**src/rtl/rv_mc_pkg.sv**
```systemverilog
// Shared encodings for the multicycle RV32I controller: states, opcodes and
// datapath mux/ALU select codes.
package rv_mc_pkg;

    typedef enum logic [3:0] {
        S_FETCH, S_DECODE, S_MEMADR, S_MEMREAD, S_MEMWB, S_MEMWRITE,
        S_EXECUTER, S_EXECUTEI, S_ALUWB, S_JAL, S_BEQ, S_ILLEGAL
    } state_e;

    localparam logic [6:0] OP_LW  = 7'b0000011;
    localparam logic [6:0] OP_SW  = 7'b0100011;
    localparam logic [6:0] OP_R   = 7'b0110011;
    localparam logic [6:0] OP_I   = 7'b0010011;
    localparam logic [6:0] OP_JAL = 7'b1101111;
    localparam logic [6:0] OP_BEQ = 7'b1100011;

    localparam logic [1:0] ALUOP_ADD   = 2'b00;
    localparam logic [1:0] ALUOP_SUB   = 2'b01;
    localparam logic [1:0] ALUOP_FUNCT = 2'b10;

    localparam logic [1:0] SRCA_PC    = 2'b00;
    localparam logic [1:0] SRCA_OLDPC = 2'b01;
    localparam logic [1:0] SRCA_RD1   = 2'b10;

    localparam logic [1:0] SRCB_RD2  = 2'b00;
    localparam logic [1:0] SRCB_IMM  = 2'b01;
    localparam logic [1:0] SRCB_FOUR = 2'b10;

    localparam logic [1:0] RES_ALUOUT = 2'b00;
    localparam logic [1:0] RES_RDATA  = 2'b01;
    localparam logic [1:0] RES_ALU    = 2'b10;

    localparam logic [1:0] IMM_I = 2'b00;
    localparam logic [1:0] IMM_S = 2'b01;
    localparam logic [1:0] IMM_B = 2'b10;
    localparam logic [1:0] IMM_J = 2'b11;

    localparam logic [2:0] ALUC_ADD = 3'b000;
    localparam logic [2:0] ALUC_SUB = 3'b010;
    localparam logic [2:0] ALUC_AND = 3'b011;
    localparam logic [2:0] ALUC_OR  = 3'b100;
    localparam logic [2:0] ALUC_SLT = 3'b101;

endpackage

```
**src/rtl/multicycle_controller_alu_decoder.sv**
```systemverilog
// Maps the controller's alu_op plus instruction funct fields to the ALU
// operation code.
module alu_decoder
    import rv_mc_pkg::*;
(
    input  logic [1:0] alu_op_i,
    input  logic [2:0] funct3_i,
    input  logic       funct7b5_i,
    input  logic       op5_i,
    output logic [2:0] alu_control_o
);
    always_comb begin
        alu_control_o = ALUC_ADD;
        case (alu_op_i)
            ALUOP_ADD: alu_control_o = ALUC_ADD;
            ALUOP_SUB: alu_control_o = ALUC_SUB;
            ALUOP_FUNCT: begin
                case (funct3_i)
                    // op5 distinguishes R-type from addi, whose funct7 is immediate bits
                    3'b000:  alu_control_o = (op5_i && funct7b5_i) ? ALUC_SUB : ALUC_ADD;
                    3'b010:  alu_control_o = ALUC_SLT;
                    3'b110:  alu_control_o = ALUC_OR;
                    3'b111:  alu_control_o = ALUC_AND;
                    default: alu_control_o = ALUC_ADD;
                endcase
            end
            default: alu_control_o = ALUC_ADD;
        endcase
    end
endmodule

```
**src/rtl/multicycle_controller.sv**
```systemverilog
// Moore sequencing FSM for the multicycle RV32I datapath.
// Optional memory handshake stalls: define MC_MEM_WAIT_EN.
module multicycle_controller
    import rv_mc_pkg::*;
(
    input  logic       clk,
    input  logic       rst_n,
    input  logic [6:0] op_code,
    input  logic [2:0] funct3,
    input  logic [6:0] funct7,
    input  logic       zero,
    input  logic       mem_ready,
    output logic       pc_w,
    output logic       ir_w,
    output logic       reg_w,
    output logic       mem_w,
    output logic       mem_req,
    output logic       adr_src,
    output logic [1:0] alu_src_a,
    output logic [1:0] alu_src_b,
    output logic [1:0] result_src,
    output logic [1:0] imm_src,
    output logic [2:0] alu_control,
    output logic       illegal
);
    state_e     state_q, state_d;
    logic       pc_update, branch, rdy;
    logic [1:0] alu_op;

`ifdef MC_MEM_WAIT_EN
    assign rdy = mem_ready;
`else
    logic unused_mem_ready;
    assign rdy              = 1'b1;
    assign unused_mem_ready = mem_ready;
`endif

    logic unused_funct7;
    assign unused_funct7 = ^{funct7[6], funct7[4:0]};

    always_ff @(posedge clk or negedge rst_n) begin
        if (!rst_n) state_q <= S_FETCH;
        else        state_q <= state_d;
    end

    always_comb begin
        state_d    = state_q;
        pc_update  = 1'b0;
        branch     = 1'b0;
        ir_w       = 1'b0;
        reg_w      = 1'b0;
        mem_w      = 1'b0;
        mem_req    = 1'b0;
        adr_src    = 1'b0;
        alu_src_a  = SRCA_PC;
        alu_src_b  = SRCB_RD2;
        result_src = RES_ALUOUT;
        alu_op     = ALUOP_ADD;
        illegal    = 1'b0;
        case (state_q)
            S_FETCH: begin
                mem_req    = 1'b1;
                ir_w       = rdy;
                pc_update  = rdy;
                alu_src_b  = SRCB_FOUR;
                result_src = RES_ALU;
                if (rdy) state_d = S_DECODE;
            end
            S_DECODE: begin
                // alu_out captures old_pc + imm: the branch/jal target
                alu_src_a = SRCA_OLDPC;
                alu_src_b = SRCB_IMM;
                case (op_code)
                    OP_LW, OP_SW: state_d = S_MEMADR;
                    OP_R:         state_d = S_EXECUTER;
                    OP_I:         state_d = S_EXECUTEI;
                    OP_JAL:       state_d = S_JAL;
                    OP_BEQ:       state_d = S_BEQ;
                    default:      state_d = S_ILLEGAL;
                endcase
            end
            S_MEMADR: begin
                alu_src_a = SRCA_RD1;
                alu_src_b = SRCB_IMM;
                state_d   = (op_code == OP_LW) ? S_MEMREAD : S_MEMWRITE;
            end
            S_MEMREAD: begin
                mem_req = 1'b1;
                adr_src = 1'b1;
                if (rdy) state_d = S_MEMWB;
            end
            S_MEMWB: begin
                result_src = RES_RDATA;
                reg_w      = 1'b1;
                state_d    = S_FETCH;
            end
            S_MEMWRITE: begin
                mem_req = 1'b1;
                adr_src = 1'b1;
                mem_w   = 1'b1;
                if (rdy) state_d = S_FETCH;
            end
            S_EXECUTER: begin
                alu_src_a = SRCA_RD1;
                alu_op    = ALUOP_FUNCT;
                state_d   = S_ALUWB;
            end
            S_EXECUTEI: begin
                alu_src_a = SRCA_RD1;
                alu_src_b = SRCB_IMM;
                alu_op    = ALUOP_FUNCT;
                state_d   = S_ALUWB;
            end
            S_ALUWB: begin
                reg_w   = 1'b1;
                state_d = S_FETCH;
            end
            S_JAL: begin
                // PC loads the target from alu_out while the ALU forms the link address
                alu_src_a = SRCA_OLDPC;
                alu_src_b = SRCB_FOUR;
                pc_update = 1'b1;
                state_d   = S_ALUWB;
            end
            S_BEQ: begin
                alu_src_a = SRCA_RD1;
                alu_op    = ALUOP_SUB;
                branch    = 1'b1;
                state_d   = S_FETCH;
            end
            S_ILLEGAL: begin
                illegal = 1'b1;
                state_d = S_FETCH;
            end
            default: state_d = S_FETCH;
        endcase
    end

    assign pc_w = pc_update | (branch & zero);

    always_comb begin
        case (op_code)
            OP_SW:   imm_src = IMM_S;
            OP_BEQ:  imm_src = IMM_B;
            OP_JAL:  imm_src = IMM_J;
            default: imm_src = IMM_I;
        endcase
    end

    alu_decoder u_alu_dec (
        .alu_op_i      (alu_op),
        .funct3_i      (funct3),
        .funct7b5_i    (funct7[5]),
        .op5_i         (op_code[5]),
        .alu_control_o (alu_control)
    );

endmodule

```
**config.mk**
```make
export PLATFORM = sky130hd
export DESIGN_NAME = multicycle_controller
export DESIGN_NICKNAME = d
export VERILOG_FILES = /design/src/rtl/rv_mc_pkg.sv /design/src/rtl/multicycle_controller_alu_decoder.sv /design/src/rtl/multicycle_controller.sv
export SDC_FILE = /design/constraint.sdc
export NUM_CORES = 1
export LEC_CHECK = 0
export ABC_AREA = 1
export BUFFER_PORTS_ARGS = -buffer_cell sky130_fd_sc_hd__buf_2
export CAP_MARGIN = 10
export CORE_ASPECT_RATIO = 1.2
export CORE_MARGIN = 1.5
export CORE_UTILIZATION = 36
export DETAILED_ROUTE_END_ITERATION = 8
export GPL_TIMING_DRIVEN = 0
export PLACE_DENSITY = 0.75
export RECOVER_POWER = 25
export SLEW_MARGIN = 20
export SYNTH_ARGS = -nofsm -noshare
export SYNTH_HDL_FRONTEND = slang
export SYNTH_SLANG_ARGS = --single-unit
```
**constraint.sdc**
```tcl
create_clock -name clk -period 1.51 [get_ports clk]
set_clock_uncertainty 0.2 [all_clocks]
set_input_delay 0.151 -clock clk [delete_from_list [all_inputs] [get_ports clk]]
set_output_delay 0.151 -clock clk [all_outputs]
set_load 0.005 [all_outputs]
```
**Word level (Yosys, flattened, before mapping)**

Cells that the tools add are included.
Widths: inputs -> output; s select.

- Eq/ne operators: 22
- Multiplexer cells: 19
- Bitwise gates (word level): 2
- Reductions and logical operators: 13

Operator list:

| kind | count |
|---|---|
| $pmux 4 s5 | 2 |
| $eq 4x3->1 const B | 4 |
| $eq 4x4->1 const B | 4 |
| $pmux 2 s2 | 4 |
| $eq 7x6->1 const B | 2 |
| $eq 7x7->1 const B | 2 |
| $pmux 3 s4 | 1 |
| $reduce_or 2->1 | 6 |
| $reduce_or 3->1 | 3 |
| $eq 4x2->1 const B | 2 |
| $mux 1 | 8 |
| $eq 7x2->1 const B | 1 |
| $eq 7x5->1 const B | 1 |
| $eq 3x3->1 const B | 2 |
| $pmux 2 s3 | 1 |
| $pmux 3 s2 | 1 |
| $eq 4x1->1 const B | 1 |
| $logic_not 4->1 | 1 |
| $reduce_or 4->1 | 1 |
| $eq 3x2->1 const B | 1 |
| $logic_not 3->1 | 1 |
| $mux 3 | 1 |
| $eq 2x1->1 const B | 1 |
| $eq 2x2->1 const B | 1 |
| 4 further kinds | 4 |

- Register bits: 4
- Input bits: 21
- Output and inout bits: 18
- Word-level logic and storage cells: 57

**Logic depth before layout (Yosys ltp)**

Gate-level depths: netlist of run 1.

- Word-level depth: 5
- Depth in mapped cells: 9
- Depth with buffers taken out: 9

**By module**

Synthesis of run 1 repeated with hierarchy kept, for this count alone.

- Cells, all modules: 98
- Area, all modules: 544.3 µm²

Modules (own cells, without submodules):

| module | times used | cells each | area each (µm²) | sequential area each (µm²) |
|---|---|---|---|---|
| multicycle_controller | 1 | 77 | 439.2 | 100.1 |
| alu_decoder | 1 | 21 | 105.1 | 0.0 |

**Worst setup path before layout of run 1**

No wires, ideal clock.

- Path kind: flip-flop to output port
- From: register state_q[2]
- To: output alu_control[2]
- Arrival time: 1291 ps
- Data required time: 1159 ps
- Path slack: -132 ps
- Stages on the path, launching flop included: 5
- Buffers on the path: 0
- Path through: dfrtp_1 nor2_1 nand2_1 ha_1 nor4_1

- Cells in the longest elaborated chain, start to end: 5
- Elaborated cells on any way between the ends: 8
- Those cells by class: 5 x eq/ne; 2 x mux; 1 x reduce/logical

RTL lines:

| what | RTL line | source |
|---|---|---|
| start, declared | multicycle_controller.sv:26 | `state_e state_q, state_d;` |
| start signal, assigned | multicycle_controller.sv:43 | `else state_q <= state_d;` |
| $eq 4x3->1 | multicycle_controller.sv:60 | `case (state_q)` |
| $reduce_or 2->1 (no line) | n/a |  |
| $pmux 2 s2 (*) | multicycle_controller.sv:60 |  |
| $eq 2x2->1 or $eq 2x1->1 (tied branches) | multicycle_controller_alu_decoder.sv:14 | `case (alu_op_i)` |
| $pmux 3 s2 (*) | multicycle_controller_alu_decoder.sv:14 |  |
| end, declared | multicycle_controller.sv:23 | `output logic [2:0] alu_control,` |

Mark *: on every way between the ends. The rest lies on a longest branch, timed or not.

**Worst setup path after layout of run 1**

- From: register state_q[2]
- To: output alu_control[1]

The elaborated chain is that of the path after synthesis.

==> results of run 1 <==
[cells in the final DEF (no fill, tap or decap), drive strengths merged]
master       synthesis  layout
inv                 29      29
ha                   2       2
or2                  1       1
dfrtp                4       4
nor2                16      16
buf                  1      43
nand4                1       1
o21ai                2       2
nor3                 1       1
nand3               10      10
dlygate4sd3          0       1
o21bai               1       1
nand2               24      24
a21oi                5       5
clkbuf               0       4
nor4                 2       2
xnor2                1       1
[metal layers]
metal	vias to the layer above	GRT usage [%]	part of all wire (%)
met5	-	0	0
li1	396	-	-
met2	22	38.3	58
met4	0	6.21	0
met3	0	2.90	2.8
met1	355	20.6	39
[final cells by class]
class,instances,area share (%)
repair buffers,44,27.9
clock buffers,3,2.21
plain buffers,1,1.11
well taps,17,2.09
flip-flops and latches,4,10.1
multi-input cells,66,45.1
inverters,29,11.4
[synthesized netlist by cell type]
master,n,share of area [%]
o21ai_0,1,0.88
nand3_1,8,7.0
nand2_1,20,13
o21bai_1,1,1.3
nor2_1,11,7.3
nand2_2,4,4.4
or2_1,1,1.1
a21oi_1,5,4.4
buf_4,1,1.3
ha_1,2,4.4
dfrtp_1,4,18
nor3_1,1,0.88
nor4_1,2,2.2
nor2_2,3,3.3
nand4_1,1,1.1
xnor2_1,1,1.5
nor2_4,2,4.0
inv_2,7,4.6
nand3_2,2,3.5
o21ai_2,1,1.5
inv_1,22,15
[worst paths after layout]
| check | start | endpoint | slack (ns) | cells past startpoint |
|---|---|---|---|---|
| worst max-delay path | state_q[2] | alu_control[1] | -0.44 | 10 |
| worst min-delay path | op_code[6] | state_q[1] | 0.06 | 4 |
| worst max register to register | state_q[2] | state_q[0] | -0.03 | 8 |
| worst min register to register | state_q[3] | state_q[2] | 0.55 | 4 |
| max in group asynchronous | rst_n | state_q[3] | 0.83 | 2 |
| min in group asynchronous | rst_n | state_q[2] | 0.08 | 2 |
[where the power goes]
part | internal (mW) | total (mW) | switching, mW
Sequential | 0.165 | 0.248 | 0.0836
Combinational | 0.726 | 1.49 | 0.766
Clock | 0.0884 | 0.126 | 0.0374
[metrics by stage]
stage                     hold slack [ns]  setup slack (ns)  power [mW]  util [%]  std cells
after floorplan                    -0.345           -0.0710       0.831         -        100
after global placement             -0.246            -0.253        1.11      53.3        148
after detailed placement           -0.244            -0.262        1.14      53.3        148
after CTS                          0.0500            -0.445        1.51      61.5        158
after global routing               0.0689            -0.536        2.02      69.5        164
final                              0.0585            -0.440        1.87      69.5        164
[worst max-delay path, stage by stage, from the launching register on]
cell and delay, ns:
dfrtp_1 0.40, inv_2 0.07, nor2_4 0.10, inv_2 0.06, nor2_4 0.12, ha_4 0.15
inv_4 0.04, a21oi_2 0.09, nand3_1 0.09, a21oi_2 0.14, buf_2 0.11
[kinds of logic after synthesis]
| family | share of synthesized area [%] |
|---|---|
| DFF | 17.6 |
| adders and majority gates | 4.39 |
| AOI/OAI and AO/OA | 8.13 |
| and+or+nand+nor | 47.9 |
| buffers and inverters | 20.4 |
| xor gates and xnor gates | 1.54 |
[timing repair]
item	CTS	global route
resized for setup	13	22
pin swaps	6	13
gates cloned	0	0
endpoints found under the hold margin	4	0
hold buffers	1	0
endpoints found under the setup margin	12	15
setup buffers	6	6
==> flow_summary.ini, run 1 <==
[timing]
setup_tns_ns = -2.88
finalMaxSlewViolations = 0
max_freq_mhz = 513
fin_ws_ns = -0.440
final.min_clock_period_ns = 1.95
hold_violations = 0
timing.slew.headroom_pct = 86.2
worst_pin_slew_ns = 0.206
finalSetupViolCount = 16
period_share_pct = 129
rsz0062_at_grt = yes

[clock_tree]
cts.sinks = 4
clkLatencyLatePin_ns = 0.23
cts-root-buf = clkbuf_4
cts_tree = built
clk_pin_slew_worst_paths_ns = 0.04
htree_levels = 1
cts_buffer_depth = 2
cts_buffers = 3

[power_and_ir_drop]
irDropWorstVdd_mv = 0.992
power_density_mw_per_mm2 = 1830
p_leak_nw = 0.602

[cells_and_area]
final_nets = 172
antennaDiodeCount = 0
fillers = 119
reg.largest.list = state_q (4)
seq_area_um2 = 103
drive_above_1_share_pct = 59.9
area.growth.synth_to_final_pct = 78.7
largest-register = state_q
largest_reg_flops = 4
multi_input_area_um2 = 459
postLayoutCellArea_mm2 = 0.00102

[synth]
synth_area_per_cell_um2 = 5.69
synth.distinct_cells = 21
yosysWarnings = 0
yosysSeqAreaShare_pct = 17.6
synth_cells = 100
synth_seq_cells = 4
netlist_area_um2 = 569
syn_nets = 123

[drt]
vias_per_cell = 4.71
wire_per_inst_um = 10.9
drc = 0
vias = 773
dr.pass1.iters = 4
drtIter0Drc = 12
routed_wirelength_um = 1790
postRouteAntennaNets = 0

[critical_path]
cp-end-kind = output port
critical_path.max_fanout = 3
worstSetupPathType = flop to output port
critPathRequiredTime_ns = 1.16
cp.arrival_ns = 1.60
cp-start-kind = flop

[floorplan]
die_area_mm2 = 0.00183
io_pins = 39
dieWidth_um = 39.3
core.rowCount = 15
start_util_pct = 38.9
core_region_area_mm2 = 0.00146
die_y_um = 46.6

[placement]
dpl-instance-area_um2 = 781
place.gp.congestion = 0.817
dpl.hpwl_um = 1190
io_buffers = 31

[grt]
grt_first_pass_wirelength_um = 2480
grt_overflow = 0
grt_antenna_before_repair = 0
grt_start_max_net_pins = 6
grt_pass1_vias = 657
grt_use_total_pct = 19.6

[outcome]
status = finished, violations left
violations = setup timing

[flow_run]
max_cap_viol_count = 0

[worst_hold_path]
min-delay-path-class = input port to flop
No activity file was read; power rests on OpenSTA's default activity.
==> run 2: changes to the inputs <==
--- a/config.mk
+++ b/config.mk
@@ -15,6 +15,7 @@
 export GPL_TIMING_DRIVEN = 0
 export PLACE_DENSITY = 0.75
 export RECOVER_POWER = 25
+export SKIP_CTS_REPAIR_TIMING = 1
 export SLEW_MARGIN = 20
 export SYNTH_ARGS = -nofsm -noshare
 export SYNTH_HDL_FRONTEND = slang
==> flow_summary.ini, run 2 (same netlist as run 1, synthesis figures left out) <==
[timing]
setup_tns_ns = -2.57
hold_violations = 0
final.min_clock_period_ns = 1.96
worst_pin_slew_ns = 0.278
max_freq_mhz = 509
rsz0062_at_grt = yes
fin_ws_ns = -0.454
finalSetupViolCount = 13
finalMaxSlewViolations = 0
timing.slew.headroom_pct = 81.4
period_share_pct = 130

[critical_path]
r2r-end = state_q[0]
crit_family = simple AND/OR/NAND/NOR gates
worstSetupPathType = flop to output port
reg2reg_from = state_q[2]
path_cells = inv_2, nor2_4, inv_4, nor2_4, ha_4, nor4_4, buf_2
worst-path-buf-inv = 3
reg2reg_slack_ns = 0.06
critical_path.max_fanout = 4
cp-start-kind = flop
cp_slowest_cell = dfrtp_2
r2r_cells = 9
critPathRequiredTime_ns = 1.16
crit_path_max_incr_delay_ns = 0.40
cp.arrival_ns = 1.61
cp-end-kind = output port
cpMostUsedCell = nor2_4

[placement]
place.gp.congestion = 0.817
post-place-cells = 148
place_ws_ns = -0.262
io_buffers = 31
dpl.hpwl_um = 1190

[outcome]
violations = setup timing
status = finished, violations left

[floorplan]
core_region_area_mm2 = 0.00146
core.rowCount = 15
io_pins = 39
start_util_pct = 38.9
die_area_mm2 = 0.00183
dieWidth_um = 39.3
die_y_um = 46.6

[power_and_ir_drop]
design_power_total_mw = 1.48
irDropWorstVdd_mv = 0.754
power_density_mw_per_mm2 = 1620
p_leak_nw = 0.555

[clock_tree]
cts_buffers = 3
clkLatencyLatePin_ns = 0.23
cts.sinks = 4
cts_tree = built
clk_pin_slew_worst_paths_ns = 0.04
cts-root-buf = clkbuf_4
cts_buffer_depth = 2
htree_levels = 1

[drt]
drc = 0
vias_per_cell = 4.60
routed_wirelength_um = 1520
drtIter0Drc = 10
postRouteAntennaNets = 0
vias = 736
wire_per_inst_um = 9.53
dr.pass1.iters = 4

[grt]
grt_overflow = 0
grt_pass1_vias = 577
globalRouteMet3Util_pct = 2.90
grt_first_pass_wirelength_um = 2150
grt_use_total_pct = 17.3
grt.met2_usage_pct = 34.0
busiest_layer = met2
grt_start_max_net_pins = 6
grt_antenna_before_repair = 0
grt_util_met1_pct = 17.4

[worst_hold_path]
hold-path-cell-count = 4
hold_end = state_q[1]
min-delay-path-class = input port to flop
min_from = op_code[6]

[cells_and_area]
layout.cells.non_filler = 160
final_common_cell = buf_2
area.growth.synth_to_final_pct = 60.0
largest_reg_flops = 4
drive_above_1_share_pct = 51.7
fillers = 135
final_nets = 168
antennaDiodeCount = 0
largest-register = state_q
reg.largest.list = state_q (4)
final_cell_mix = 30 x buf_2, 19 x nand2_1, 18 x inv_1
final_core_util_pct = 62.2

[flow_run]
max_cap_viol_count = 0
run 2: cell types whose count changed in the layout (fill, tap and decap cells not counted), sizes merged:
cell,before,now
buf,43,39
run 2: area by class of cell:
| class | instances | area (um^2) | area share [%] |
|---|---|---|---|
| Multi-Input combinational cell | 66 | 417 | 45.7 |
| Inverter | 29 | 114 | 12.5 |
| Timing Repair Buffer | 40 | 228 | 25.0 |
| Clock buffer | 3 | 22.5 | 2.47 |
| Buffer | 1 | 7.51 | 0.824 |
| Sequential cell | 4 | 101 | 11.1 |
| Tap cell | 17 | 21.3 | 2.34 |
run 2: worst max-delay path by stage:
stage	endpoint	start	slack (ns)	cells past startpoint
floorplan	alu_control[2]	state_q[2]	-0.07	6
global placement	alu_control[2]	state_q[2]	-0.25	5
detailed placement	alu_control[2]	state_q[2]	-0.26	7
CTS	alu_control[2]	state_q[2]	-0.52	7
global route	alu_control[2]	state_q[2]	-0.56	7
finish	alu_control[2]	state_q[2]	-0.45	7
run 2: worst min-delay path, cell delays in order:
cell     delay [ns]
buf_2          0.09
nor3_1         0.04
nand2_1        0.09
o21ai_2        0.07
run 2: metrics by stage:
step / area, um^2 / hold slack [ns]
6_report: 911 / 0.0626
5_1_grt: 911 / 0.0678
4_1_cts: 803 / -0.490
3_5_place_dp: 781 / -0.244
3_3_place_gp: 781 / -0.246
2_1_floorplan: 604 / -0.345
run 2: per-layer routing:
metal	vias up	wire (um)
li1	393	-
met1	317	623
met2	26	834
met3	0	66
met4	0	0
met5	-	0
run 2: power breakdown:
part | internal (mW) | leakage, nW | switching [mW] | total [mW]
Combinational | 0.506 | 0.492 | 0.615 | 1.12
Sequential | 0.162 | 0.0493 | 0.0693 | 0.231
Clock | 0.0884 | 0.0138 | 0.0372 | 0.126
==> run 3: changes to the inputs <==
--- a/config.mk
+++ b/config.mk
@@ -9,8 +9,9 @@
 export BUFFER_PORTS_ARGS = -buffer_cell sky130_fd_sc_hd__buf_2
 export CAP_MARGIN = 10
 export CORE_ASPECT_RATIO = 1.2
-export CORE_MARGIN = 1.5
+export CORE_MARGIN = 2
 export CORE_UTILIZATION = 36
+export CTS_BUF_LIST = sky130_fd_sc_hd__clkbuf_4 sky130_fd_sc_hd__clkbuf_8 sky130_fd_sc_hd__clkbuf_16
 export DETAILED_ROUTE_END_ITERATION = 8
 export GPL_TIMING_DRIVEN = 0
 export PLACE_DENSITY = 0.75
==> flow_summary.ini, run 3 (same netlist as run 1, synthesis figures left out) <==
[cells_and_area]
fillers = 144
largest-register = state_q
seq_area_um2 = 103
antennaDiodeCount = 0
final_common_cell = buf_2
largest_reg_flops = 4
multi_input_area_um2 = 418
drive_above_1_share_pct = 52.5
final_nets = 166
final_cell_mix = 30 x buf_2, 19 x nand2_1, 17 x inv_1
layout.cells.non_filler = 158
reg.largest.list = state_q (4)
area.growth.synth_to_final_pct = 57.1

[drt]
vias = 740
routed_wirelength_um = 1530
drc = 0
postRouteAntennaNets = 0
vias_per_cell = 4.68
dr.pass1.iters = 4
drtIter0Drc = 20
wire_per_inst_um = 9.68

[timing]
max_freq_mhz = 513
timing.slew.headroom_pct = 81.1
final.min_clock_period_ns = 1.95
period_share_pct = 129
rsz0062_at_grt = yes
worst_pin_slew_ns = 0.282
finalMaxSlewViolations = 0
finalSetupViolCount = 12
hold_violations = 0
fin_ws_ns = -0.441
whs_ns = 0.0506

[outcome]
status = finished, violations left
violations = setup timing

[grt]
grt_pass1_vias = 611
grt_start_max_net_pins = 6
busiest_layer = met2
globalRouteMet3Util_pct = 2.79
grt.met2_usage_pct = 33.9
grt_overflow = 0
grt_first_pass_wirelength_um = 2240
grt_util_met1_pct = 17.0
grt_antenna_before_repair = 0
grt_use_total_pct = 17.3

[clock_tree]
cts_buffer_depth = 2
cts_tree = built
cts.sinks = 4
cts_buffers = 3
htree_levels = 1
clkLatencyLatePin_ns = 0.24
clk_pin_slew_worst_paths_ns = 0.04
cts-root-buf = clkbuf_4

[placement]
dpl.hpwl_um = 1240
post-place-cells = 148
io_buffers = 31
place.gp.congestion = 0.838

[critical_path]
cp-end-kind = output port
critical_path.max_fanout = 4
r2r_cells = 9
crit_end = alu_control[1]
r2r-end = state_q[0]
worstSetupPathType = flop to output port
reg2reg_slack_ns = 0.06
cp.arrival_ns = 1.60
critPathRequiredTime_ns = 1.16
reg2reg_from = state_q[2]
startpoint = state_q[2]
cp-start-kind = flop

[floorplan]
die_area_mm2 = 0.00192
start_util_pct = 38.9
core_region_area_mm2 = 0.00146
dieWidth_um = 40.3
io_pins = 39
die_y_um = 47.6
core.rowCount = 15

[power_and_ir_drop]
power_density_mw_per_mm2 = 1670
p_leak_nw = 0.542
irDropWorstVdd_mv = 0.832

[worst_hold_path]
min-delay-path-class = input port to flop

[flow_run]
max_cap_viol_count = 0
-- run 3: cell types whose count changed in the layout (fill, tap and decap cells not counted), sizes merged --
cell / before / now
buf: 39 / 37
-- run 3: critical path, cell delays in order, from the launching register on --
cell and delay [ns]:
dfrtp_2 0.40, inv_2 0.06, nor2_4 0.12, inv_4 0.06, nor2_4 0.11, ha_4 0.15
inv_4 0.04, a21oi_2 0.08, nand3_1 0.10, a21oi_2 0.12, buf_2 0.11
-- run 3: cell type report --
type | instances | share of cell area, %
Tap cell | 17 | 2.38
Multi-Input combinational cell | 66 | 46.7
Buffer | 1 | 0.839
Sequential cell | 4 | 11.5
Timing Repair Buffer | 38 | 23.4
Inverter | 29 | 12.7
Clock buffer | 3 | 2.52
-- run 3: routing by layer --
layer,share of wire [%],vias to the layer above
met5,0,-
met4,0.26,0
met3,7.1,2
met2,55,38
met1,38,313
li1,-,387
-- run 3: how the worst min path moves through the flow --
stage	start	endpoint	cells past startpoint
floorplan	rst_n	state_q[0]	0
global placement	rst_n	state_q[3]	1
detailed placement	rst_n	state_q[0]	1
CTS	rst_n	state_q[2]	1
global route	op_code[6]	state_q[1]	4
finish	op_code[6]	state_q[1]	4
-- run 3: report_power, final --
part / switching (mW) / internal [mW] / total, mW / leakage [nW]
combinational: 0.625 / 0.505 / 1.13 / 0.480
sequential: 0.0699 / 0.165 / 0.235 / 0.0483
clock: 0.0434 / 0.0888 / 0.132 / 0.0138
total: 0.738 / 0.759 / 1.50 / 0.542
-- run 3: stage by stage --
step / setup WS (ns) / power, mW / setup TNS, ns / instance area [um^2] / utilization (%)
CTS: -0.518 / 1.28 / -2.75 / 803 / 54.9
global placement: -0.254 / 1.12 / -0.694 / 781 / 53.3
global route: -0.552 / 1.65 / -3.51 / 895 / 61.1
floorplan: -0.0710 / 0.831 / -0.138 / 604 / -
detailed placement: -0.259 / 1.14 / -0.747 / 781 / 53.3
finish: -0.441 / 1.50 / -2.45 / 895 / 61.1
